**src/rtl/cpu_sequencer.sv**
```systemverilog
// Multi-cycle RV32I control sequencer: FETCH/DECODE/EXEC/MEM/WB with a req/ack memory port.
// Optional performance counters are built when CPU_SEQ_PERF_EN is defined.
module cpu_sequencer #(
  parameter int CNT_W = 32
) (
  input  logic             i_clk,
  input  logic             i_rst,
  input  logic             i_start,
  input  logic [6:0]       i_opcode,
  input  logic             i_branch_taken,
  input  logic             i_mem_ack,
  output logic             o_mem_req,
  output logic             o_mem_we,
  output logic             o_ir_write,
  output logic             o_reg_write,
  output logic [1:0]       o_wb_sel,
  output logic             o_pc_write,
  output logic             o_pc_sel,
  output logic             o_halted,
  output logic             o_illegal,
  output logic [2:0]       o_state,
  output logic [CNT_W-1:0] o_retired,
  output logic [CNT_W-1:0] o_stalls
);

  typedef enum logic [2:0] {
    S_IDLE   = 3'd0,
    S_FETCH  = 3'd1,
    S_DECODE = 3'd2,
    S_EXEC   = 3'd3,
    S_MEM    = 3'd4,
    S_WB     = 3'd5,
    S_HALT   = 3'd6
  } state_t;

  localparam logic [6:0] OP_R      = 7'b0110011;
  localparam logic [6:0] OP_I      = 7'b0010011;
  localparam logic [6:0] OP_LOAD   = 7'b0000011;
  localparam logic [6:0] OP_STORE  = 7'b0100011;
  localparam logic [6:0] OP_BRANCH = 7'b1100011;
  localparam logic [6:0] OP_LUI    = 7'b0110111;
  localparam logic [6:0] OP_JAL    = 7'b1101111;
  localparam logic [6:0] OP_SYSTEM = 7'b1110011;

  state_t     r_state;
  state_t     w_state_next;
  logic [6:0] r_op;
  logic       r_illegal;
  logic       w_illegal_next;

  // The opcode is captured during DECODE so EXEC/MEM/WB ignore later input changes.
  always_ff @(posedge i_clk or negedge i_rst) begin
    if (!i_rst) begin
      r_state   <= S_IDLE;
      r_op      <= 7'd0;
      r_illegal <= 1'b0;
    end else begin
      r_state   <= w_state_next;
      r_illegal <= w_illegal_next;
      if (r_state == S_DECODE) begin
        r_op <= i_opcode;
      end
    end
  end

  always_comb begin
    w_state_next   = r_state;
    w_illegal_next = r_illegal;
    o_mem_req      = 1'b0;
    o_mem_we       = 1'b0;
    o_ir_write     = 1'b0;
    o_reg_write    = 1'b0;
    o_wb_sel       = 2'd0;
    o_pc_write     = 1'b0;
    o_pc_sel       = 1'b0;
    o_halted       = 1'b0;
    case (r_state)
      S_IDLE: begin
        if (i_start) begin
          w_state_next = S_FETCH;
        end
      end
      S_FETCH: begin
        o_mem_req  = 1'b1;
        o_ir_write = i_mem_ack;
        if (i_mem_ack) begin
          w_state_next = S_DECODE;
        end
      end
      S_DECODE: begin
        case (i_opcode)
          OP_R, OP_I, OP_LOAD, OP_STORE, OP_BRANCH, OP_LUI, OP_JAL: begin
            w_state_next = S_EXEC;
          end
          OP_SYSTEM: begin
            w_state_next   = S_HALT;
            w_illegal_next = 1'b0;
          end
          default: begin
            w_state_next   = S_HALT;
            w_illegal_next = 1'b1;
          end
        endcase
      end
      S_EXEC: begin
        case (r_op)
          OP_BRANCH: begin
            o_pc_write   = 1'b1;
            o_pc_sel     = i_branch_taken;
            w_state_next = S_FETCH;
          end
          OP_LOAD, OP_STORE: begin
            w_state_next = S_MEM;
          end
          default: begin
            w_state_next = S_WB;
          end
        endcase
      end
      S_MEM: begin
        o_mem_req = 1'b1;
        o_mem_we  = (r_op == OP_STORE);
        if (i_mem_ack) begin
          if (r_op == OP_STORE) begin
            o_pc_write   = 1'b1;
            w_state_next = S_FETCH;
          end else begin
            w_state_next = S_WB;
          end
        end
      end
      S_WB: begin
        o_reg_write  = 1'b1;
        o_pc_write   = 1'b1;
        o_pc_sel     = (r_op == OP_JAL);
        if (r_op == OP_LOAD) begin
          o_wb_sel = 2'd1;
        end else if (r_op == OP_JAL) begin
          o_wb_sel = 2'd2;
        end
        w_state_next = S_FETCH;
      end
      S_HALT: begin
        o_halted = 1'b1;
        if (i_start) begin
          w_illegal_next = 1'b0;
          w_state_next   = S_FETCH;
        end
      end
      default: begin
        w_state_next = S_IDLE;
      end
    endcase
  end

  assign o_illegal = r_illegal;
  assign o_state   = r_state;

`ifdef CPU_SEQ_PERF_EN
  logic [CNT_W-1:0] r_retired;
  logic [CNT_W-1:0] r_stalls;

  // Every retired instruction produces exactly one pc_write, so it doubles as the retire event.
  always_ff @(posedge i_clk or negedge i_rst) begin
    if (!i_rst) begin
      r_retired <= '0;
      r_stalls  <= '0;
    end else begin
      r_retired <= r_retired + CNT_W'(o_pc_write);
      r_stalls  <= r_stalls + CNT_W'(o_mem_req & ~i_mem_ack);
    end
  end

  assign o_retired = r_retired;
  assign o_stalls  = r_stalls;
`else
  assign o_retired = '0;
  assign o_stalls  = '0;
`endif

endmodule

```
**config.mk**
```make
export PLATFORM = sky130hd
export DESIGN_NAME = cpu_sequencer
export DESIGN_NICKNAME = d
export VERILOG_FILES = /design/src/rtl/cpu_sequencer.sv
export SDC_FILE = /design/constraint.sdc
export NUM_CORES = 1
export LEC_CHECK = 0
export ABC_AREA = 1
export BUFFER_PORTS_ARGS = -buffer_cell sky130_fd_sc_hd__buf_2
export CORE_ASPECT_RATIO = 0.75
export CORE_MARGIN = 2
export CORE_UTILIZATION = 41
export DETAILED_ROUTE_END_ITERATION = 7
export PLACE_DENSITY = 0.8
export SYNTH_ARGS = -nofsm -noshare
export SYNTH_HDL_FRONTEND = slang
export SYNTH_SLANG_ARGS = --single-unit
```
**constraint.sdc**
```tcl
create_clock -name i_clk -period 1.3 [get_ports i_clk]
set_input_delay 0.065 -clock i_clk [delete_from_list [all_inputs] [get_ports i_clk]]
set_output_delay 0.065 -clock i_clk [all_outputs]
set_load 0.005 [all_outputs]
```
==> flow_summary.yaml, run 1 <==
global_route:
  met2_usage_pct: 21.0
  grt_util_met3_pct: 1.73
  antenna_found_initial: 0
  grt.busiest_layer: "met2"
  met1_usage_pct: 17.1
  grt-ovfl-total: 0
  grt_pass1_vias: 873
  grt_max_degree: 12
  track_usage_pct: 13.3
  grt_pass1_wl_mm: 3.60
clock_network:
  numClockSinks: 11
  tritoncts: "yes"
  insertion_delay_ns: 0.24
  clk_pin_slew_ns: 0.05
  cts_buffer_depth: 2
  h-tree-depth: 1
  cts_buffers: 3
  root_buffer: "clkbuf_8"
critical_path:
  path_class: "flop to output pin"
  required_ns: 1.24
  arrival_ns: 1.32
  crit_chain: "buf_12 > nor3_4 > inv_2 > nor2_1 > buf_2"
  cp_slowest_cell: "dfrtp_2"
  cpPeakStageDelay_ns: 0.46
  cp-end-kind: "output pin"
  rr_worst_depth: 8
  r2r_start: "o_state[0]"
  crit_fanout: 5
  regToRegSetupSlack_ns: -0.07
  cp-start-kind: "flop"
  worst_r2r_endpoint: "o_state[0]"
synth:
  syn_inst: 182
  synthMostInstantiatedCell: "buf_4"
  ys_async_sr_fraction_pct: 100
  synth.largest_area_cell: "buf_4"
  synth_area_mm2: 0.00126
  synth_area_leaders: "buf_4, dfrtp_1, nand2_1"
  postSynthAreaPerCell_um2: 6.92
  yosysUniqueCellTypes: 18
  ys_ff_latch: 11
  ys.flop_type: "dfrtp_1"
  synth_top_cell_area_share_pct: 39.4
  yosys-top-cells-count: "buf_4, nand2_1, inv_1"
  synth_enable_flop_cells: 0
  yosys_warnings: 0
  synth_seq_area_share_pct: 21.9
min_path:
  hp-start: "i_start"
  hold_path.class: "input pin to flop"
  hold_depth: 2
  hold_path_end: "o_state[1]"
floorplanning:
  coreArea_mm2: 0.00294
  start_util_pct: 42.9
  placementRows: 17
  die_height_um: 52.0
  dieArea_mm2: 0.00353
  die_width_um: 68.0
  ios: 89
finish:
  diodes: 0
  nNetsFinal: 242
  fill_cells: 278
  seq_area_um2: 279
  multiInputGateArea_um2: 731
  syn2layout_area_growth_pct: 19.2
  fin_cells: 267
  drive_gt1_share_pct: 38.9
sta:
  skew_ns: 0.00179
  finalSetupViolCount: 13
  holdWs_ns: 0.0467
  period_needed_ns: 1.39
  hold_violations: 0
  setup_slack_ns: -0.0854
  rsz0062_at_grt: "yes"
  timing.fmax_ghz: 0.722
  fin_tns_setup_ns: -0.487
  slew_violations: 0
  fin_crit_sh_pct: 107
place:
  portBuffers: 24
  post-dp-hpwl_mm: 1.77
  pre_cts_slack_ns: -0.0173
  dp.cells: 243
  globalplace.congestion: 0.785
detailed_routing:
  via_count: 1040
  drt_iter0_markers: 24
  drt.antenna.violating_nets: 0
  wl_per_cell_um: 9.29
  vias_per_cell: 3.90
  routed_wl_mm: 2.48
  first_pass_iters: 4
  drc_errors: 0
job:
  drv_cap: 0
pwr:
  ir_drop_uv: 529
  total_power_mw: 2.75
  power_density_mw_per_mm2: 1840
  p_leak_nw: 0.872
outcome:
  status: "complete, but fails checks"
  violations: "setup timing"
## cells in the final DEF (no fill, tap or decap), drive strengths merged
cell type,n
a31o,1
buf,45
clkbuf,4
conb,64
dfrtp,11
dlygate4sd3,1
inv,20
nand2,46
nand3,9
nand4,1
nor2,13
nor3,5
nor3b,1
o21ai,6
o21bai,1
o22ai,1
## state kept, by name, indices dropped and copies added, names as in the netlist
register and flops:
r_op 7, o_illegal 1, o_state 3
## per-stage QoR
stage / util (%) / area [µm²]
3_3_place_gp: 40.3 / 1180
4_1_cts: 46.8 / 1370
6_report: 51.1 / 1500
3_5_place_dp: 40.3 / 1180
5_1_grt: 51.1 / 1500
2_1_floorplan: - / 1500
## cell type report
| class | count | share of cell area (%) |
|---|---|---|
| Tap cell | 38 | 3.17 |
| Multi-Input combinational cell | 148 | 48.7 |
| Inverter | 20 | 5.00 |
| Clock buffer | 4 | 3.00 |
| Timing Repair Buffer | 46 | 21.5 |
| Sequential cell | 11 | 18.6 |
## metal layers
metal / share of wire, % / vias up / wire, µm
met5: 0 / - / 0
met4: 1.5 / 0 / 38
met3: 6.0 / 4 / 150
met2: 50 / 46 / 1240
met1: 42 / 471 / 1050
li1: - / 519 / -
## logic make-up (layout without fill, tap and decap cells)
| kind of cell | after synthesis | count (layout) | synth area share [%] |
|---|---|---|---|
| other | 1 | 64 | 0.298 |
| buffers and inverters | 86 | 70 | 45.3 |
| DFF | 11 | 11 | 21.9 |
| and+or+nand+nor | 75 | 75 | 27.4 |
| AOI/OAI and AO/OA | 9 | 9 | 5.07 |
## worst max path at each step
stage / from / endpoint / cells past startpoint
3_5_place_dp: o_state[2] / o_state[0] / 9
4_1_cts: o_state[0] / o_pc_sel / 4
2_1_floorplan: o_state[2] / o_state[0] / 9
3_3_place_gp: o_state[2] / o_pc_sel / 4
6_report: o_state[2] / o_ir_write / 5
5_1_grt: o_state[1] / o_pc_sel / 5
## what timing repair did
action	CTS	global route
buffers inserted	11	7
pin swaps	9	12
endpoints found under the setup margin	11	20
resized for setup	17	22
endpoints found under the hold margin	11	0
hold buffers	1	0
gates cloned	0	1
## critical path: cells and delay by family, from the launching register on
| family | cells | cell delay, ns |
|---|---|---|
| buffers and inverters | 3 | 0.33 |
| DFF | 1 | 0.46 |
| and+or+nand+nor | 2 | 0.29 |
## power breakdown
part           leakage, nW  switching [mW]  total [mW]  internal [mW]
sequential           0.131           0.209       0.732          0.523
combinational        0.718           0.856        1.68          0.827
clock               0.0228           0.125       0.340          0.215
Power figures use the tool's default switching activity.
==> run 2: changes to the inputs <==
- CORE_UTILIZATION: 41 -> 44
- PLACE_DENSITY: 0.8 -> 0.85
- clock period: 1.3 -> 1.6 ns (I/O delays scaled with it)
==> flow_summary.yaml, run 2 (synthesis gave the netlist of run 1 again) <==
pwr:
  p_leak_nw: 0.760
  seqPwrFrac_pct: 35.4
  comb_power_share_pct: 48.0
  internal_power_mw: 0.891
  ir_drop_uv: 475
  p_clk_share_pct: 16.6
  total_power_mw: 1.64
  p_sw_share_pct: 45.7
  power_density_mw_per_mm2: 1320
  switching_power_mw: 0.750
global_route:
  grt-ovfl-total: 0
  track_usage_pct: 11.9
  grt_pass1_wl_mm: 3.01
  grt_max_degree: 12
  grt_pass1_vias: 688
  antenna_found_initial: 0
sta:
  skew_ns: 0.00353
  timing.fmax_ghz: 0.663
  hold_violations: 0
  fin_tns_setup_ns: 0
  fin_crit_sh_pct: 94.2
  slew_violations: 0
  finalSetupViolCount: 0
  rsz0062_at_grt: "no"
  period_needed_ns: 1.51
floorplanning:
  ios: 89
  die_width_um: 65.8
  die_height_um: 50.3
  start_util_pct: 47.3
  placementRows: 16
  dieArea_mm2: 0.00331
  coreArea_mm2: 0.00266
detailed_routing:
  drt.antenna.violating_nets: 0
  wl_per_cell_um: 8.51
  drc_errors: 0
  via_count: 946
  vias_per_cell: 3.86
  first_pass_iters: 5
  routed_wl_mm: 2.09
  drt_iter0_markers: 33
place:
  placed_area_mm2: 0.00117
  globalplace.congestion: 0.777
  portBuffers: 24
  dp.cells: 240
  post-dp-hpwl_mm: 1.76
finish:
  drive_gt1_share_pct: 23.0
  syn2layout_area_growth_pct: -1.59
  postLayoutCoreUtil_pct: 46.5
  fin_cells: 245
  regMostFlops: "r_op"
  seq_area_um2: 278
  nNetsFinal: 222
  layout_common_cells: "conb_1, nand2_1, buf_2, inv_1, nor2_1"
  multiInputGateArea_um2: 657
  largest_reg_flops: 7
  design_area_mm2: 0.00124
  final_common_cell: "conb_1"
  fill_cells: 291
  diodes: 0
clock_network:
  root_buffer: "clkbuf_8"
  post-cts-setup-buffer-count: 0
  numClockSinks: 11
  h-tree-depth: 1
  cts_buffers: 3
  clk_pin_slew_ns: 0.05
  insertion_delay_ns: 0.23
  cts_buffer_depth: 2
  tritoncts: "yes"
critical_path:
  path_class: "flop to output pin"
  crit_fanout: 7
  cp-start-kind: "flop"
  cp_num_buf_inv: 2
  cp_slowest_cell: "dfrtp_2"
  cp_top_family: "flip-flops"
  crit_chain: "inv_1 > nand3_2 > nor3b_2 > a31o_2 > buf_2"
  arrival_ns: 1.43
  cpPeakStageDelay_ns: 0.46
  cp-end-kind: "output pin"
  required_ns: 1.52
outcome:
  status: "finished, final reports clean"
job:
  drv_cap: 0
min_path:
  hold_path.class: "input pin to flop"
-- run 2: cell types whose count changed in the layout (fill, tap and decap cells not counted), moves of 2 or more --
cell	delta
nor3_1	+2
nor2_4	-3
nand2_1	+8
buf_4	-13
inv_2	-5
inv_1	+5
buf_6	-6
nand2_2	-7
nor2_1	+5
nor2_2	-2
-- run 2: area by class of cell --
class,instances,area share (%)
Tap cell,36,3.64
Inverter,20,6.06
Clock buffer,3,3.33
Sequential cell,11,22.4
Multi-Input combinational cell,148,53.0
Timing Repair Buffer,26,11.1
Clock inverter,1,0.404
-- run 2: path summary, 6_finish.rpt --
kind | startpoint | end | slack [ns] | cells past startpoint
setup / recovery | o_state[1] | o_pc_sel | 0.09 | 5
hold / removal | i_start | o_state[1] | 0.08 | 2
setup reg to reg | o_state[0] | o_state[2] | 0.28 | 7
hold reg to reg | o_illegal | o_illegal | 0.50 | 2
max in group asynchronous | i_rst | o_state[2] | 1.14 | 2
min in group asynchronous | i_rst | r_op[0] | 0.24 | 2
-- run 2: per-layer routing --
metal / GRT usage (%) / wire, µm / vias to the layer above
met4: 7.29 / 27 / 0
met5: 0 / 0 / -
met3: 1.12 / 232 / 2
met1: 17.1 / 914 / 405
li1: - / - / 483
met2: 17.2 / 912 / 56
-- run 2: worst reg2reg max path: cells and delay by family (launching register included) --
family	cells	cell delay (ns)
compound gates	1	0.14
buf+inv	2	0.17
flops	1	0.53
simple gates	4	0.36
-- run 2: power by group through the flow --
stage / logic (mW) / registers [mW] / clock network [mW]
6_report: 0.788 / 0.581 / 0.272
5_1_grt: 0.904 / 0.605 / 0.288
4_1_cts: 0.780 / 0.575 / 0.276
3_5_place_dp: 0.769 / 0.575 / 0
3_3_place_gp: 0.747 / 0.569 / 0
2_1_floorplan: 0.705 / 0.531 / 0
-- run 2: through the flow --
stage | hold slack (ns) | setup slack (ns)
final | 0.0756 | 0.0928
after detailed placement | -0.0396 | 0.243
after global placement | -0.0406 | 0.270
after global routing | 0.0905 | 0.00559
after CTS | 0.0707 | 0.00859
after floorplan | -0.216 | 0.396
-- run 2: what timing repair did --
item                       4_1_cts  5_1_grt
hold buffers                     1        0
resized for setup                1        3
hold endpoints to repair        11        0
setup endpoints to repair        1        2
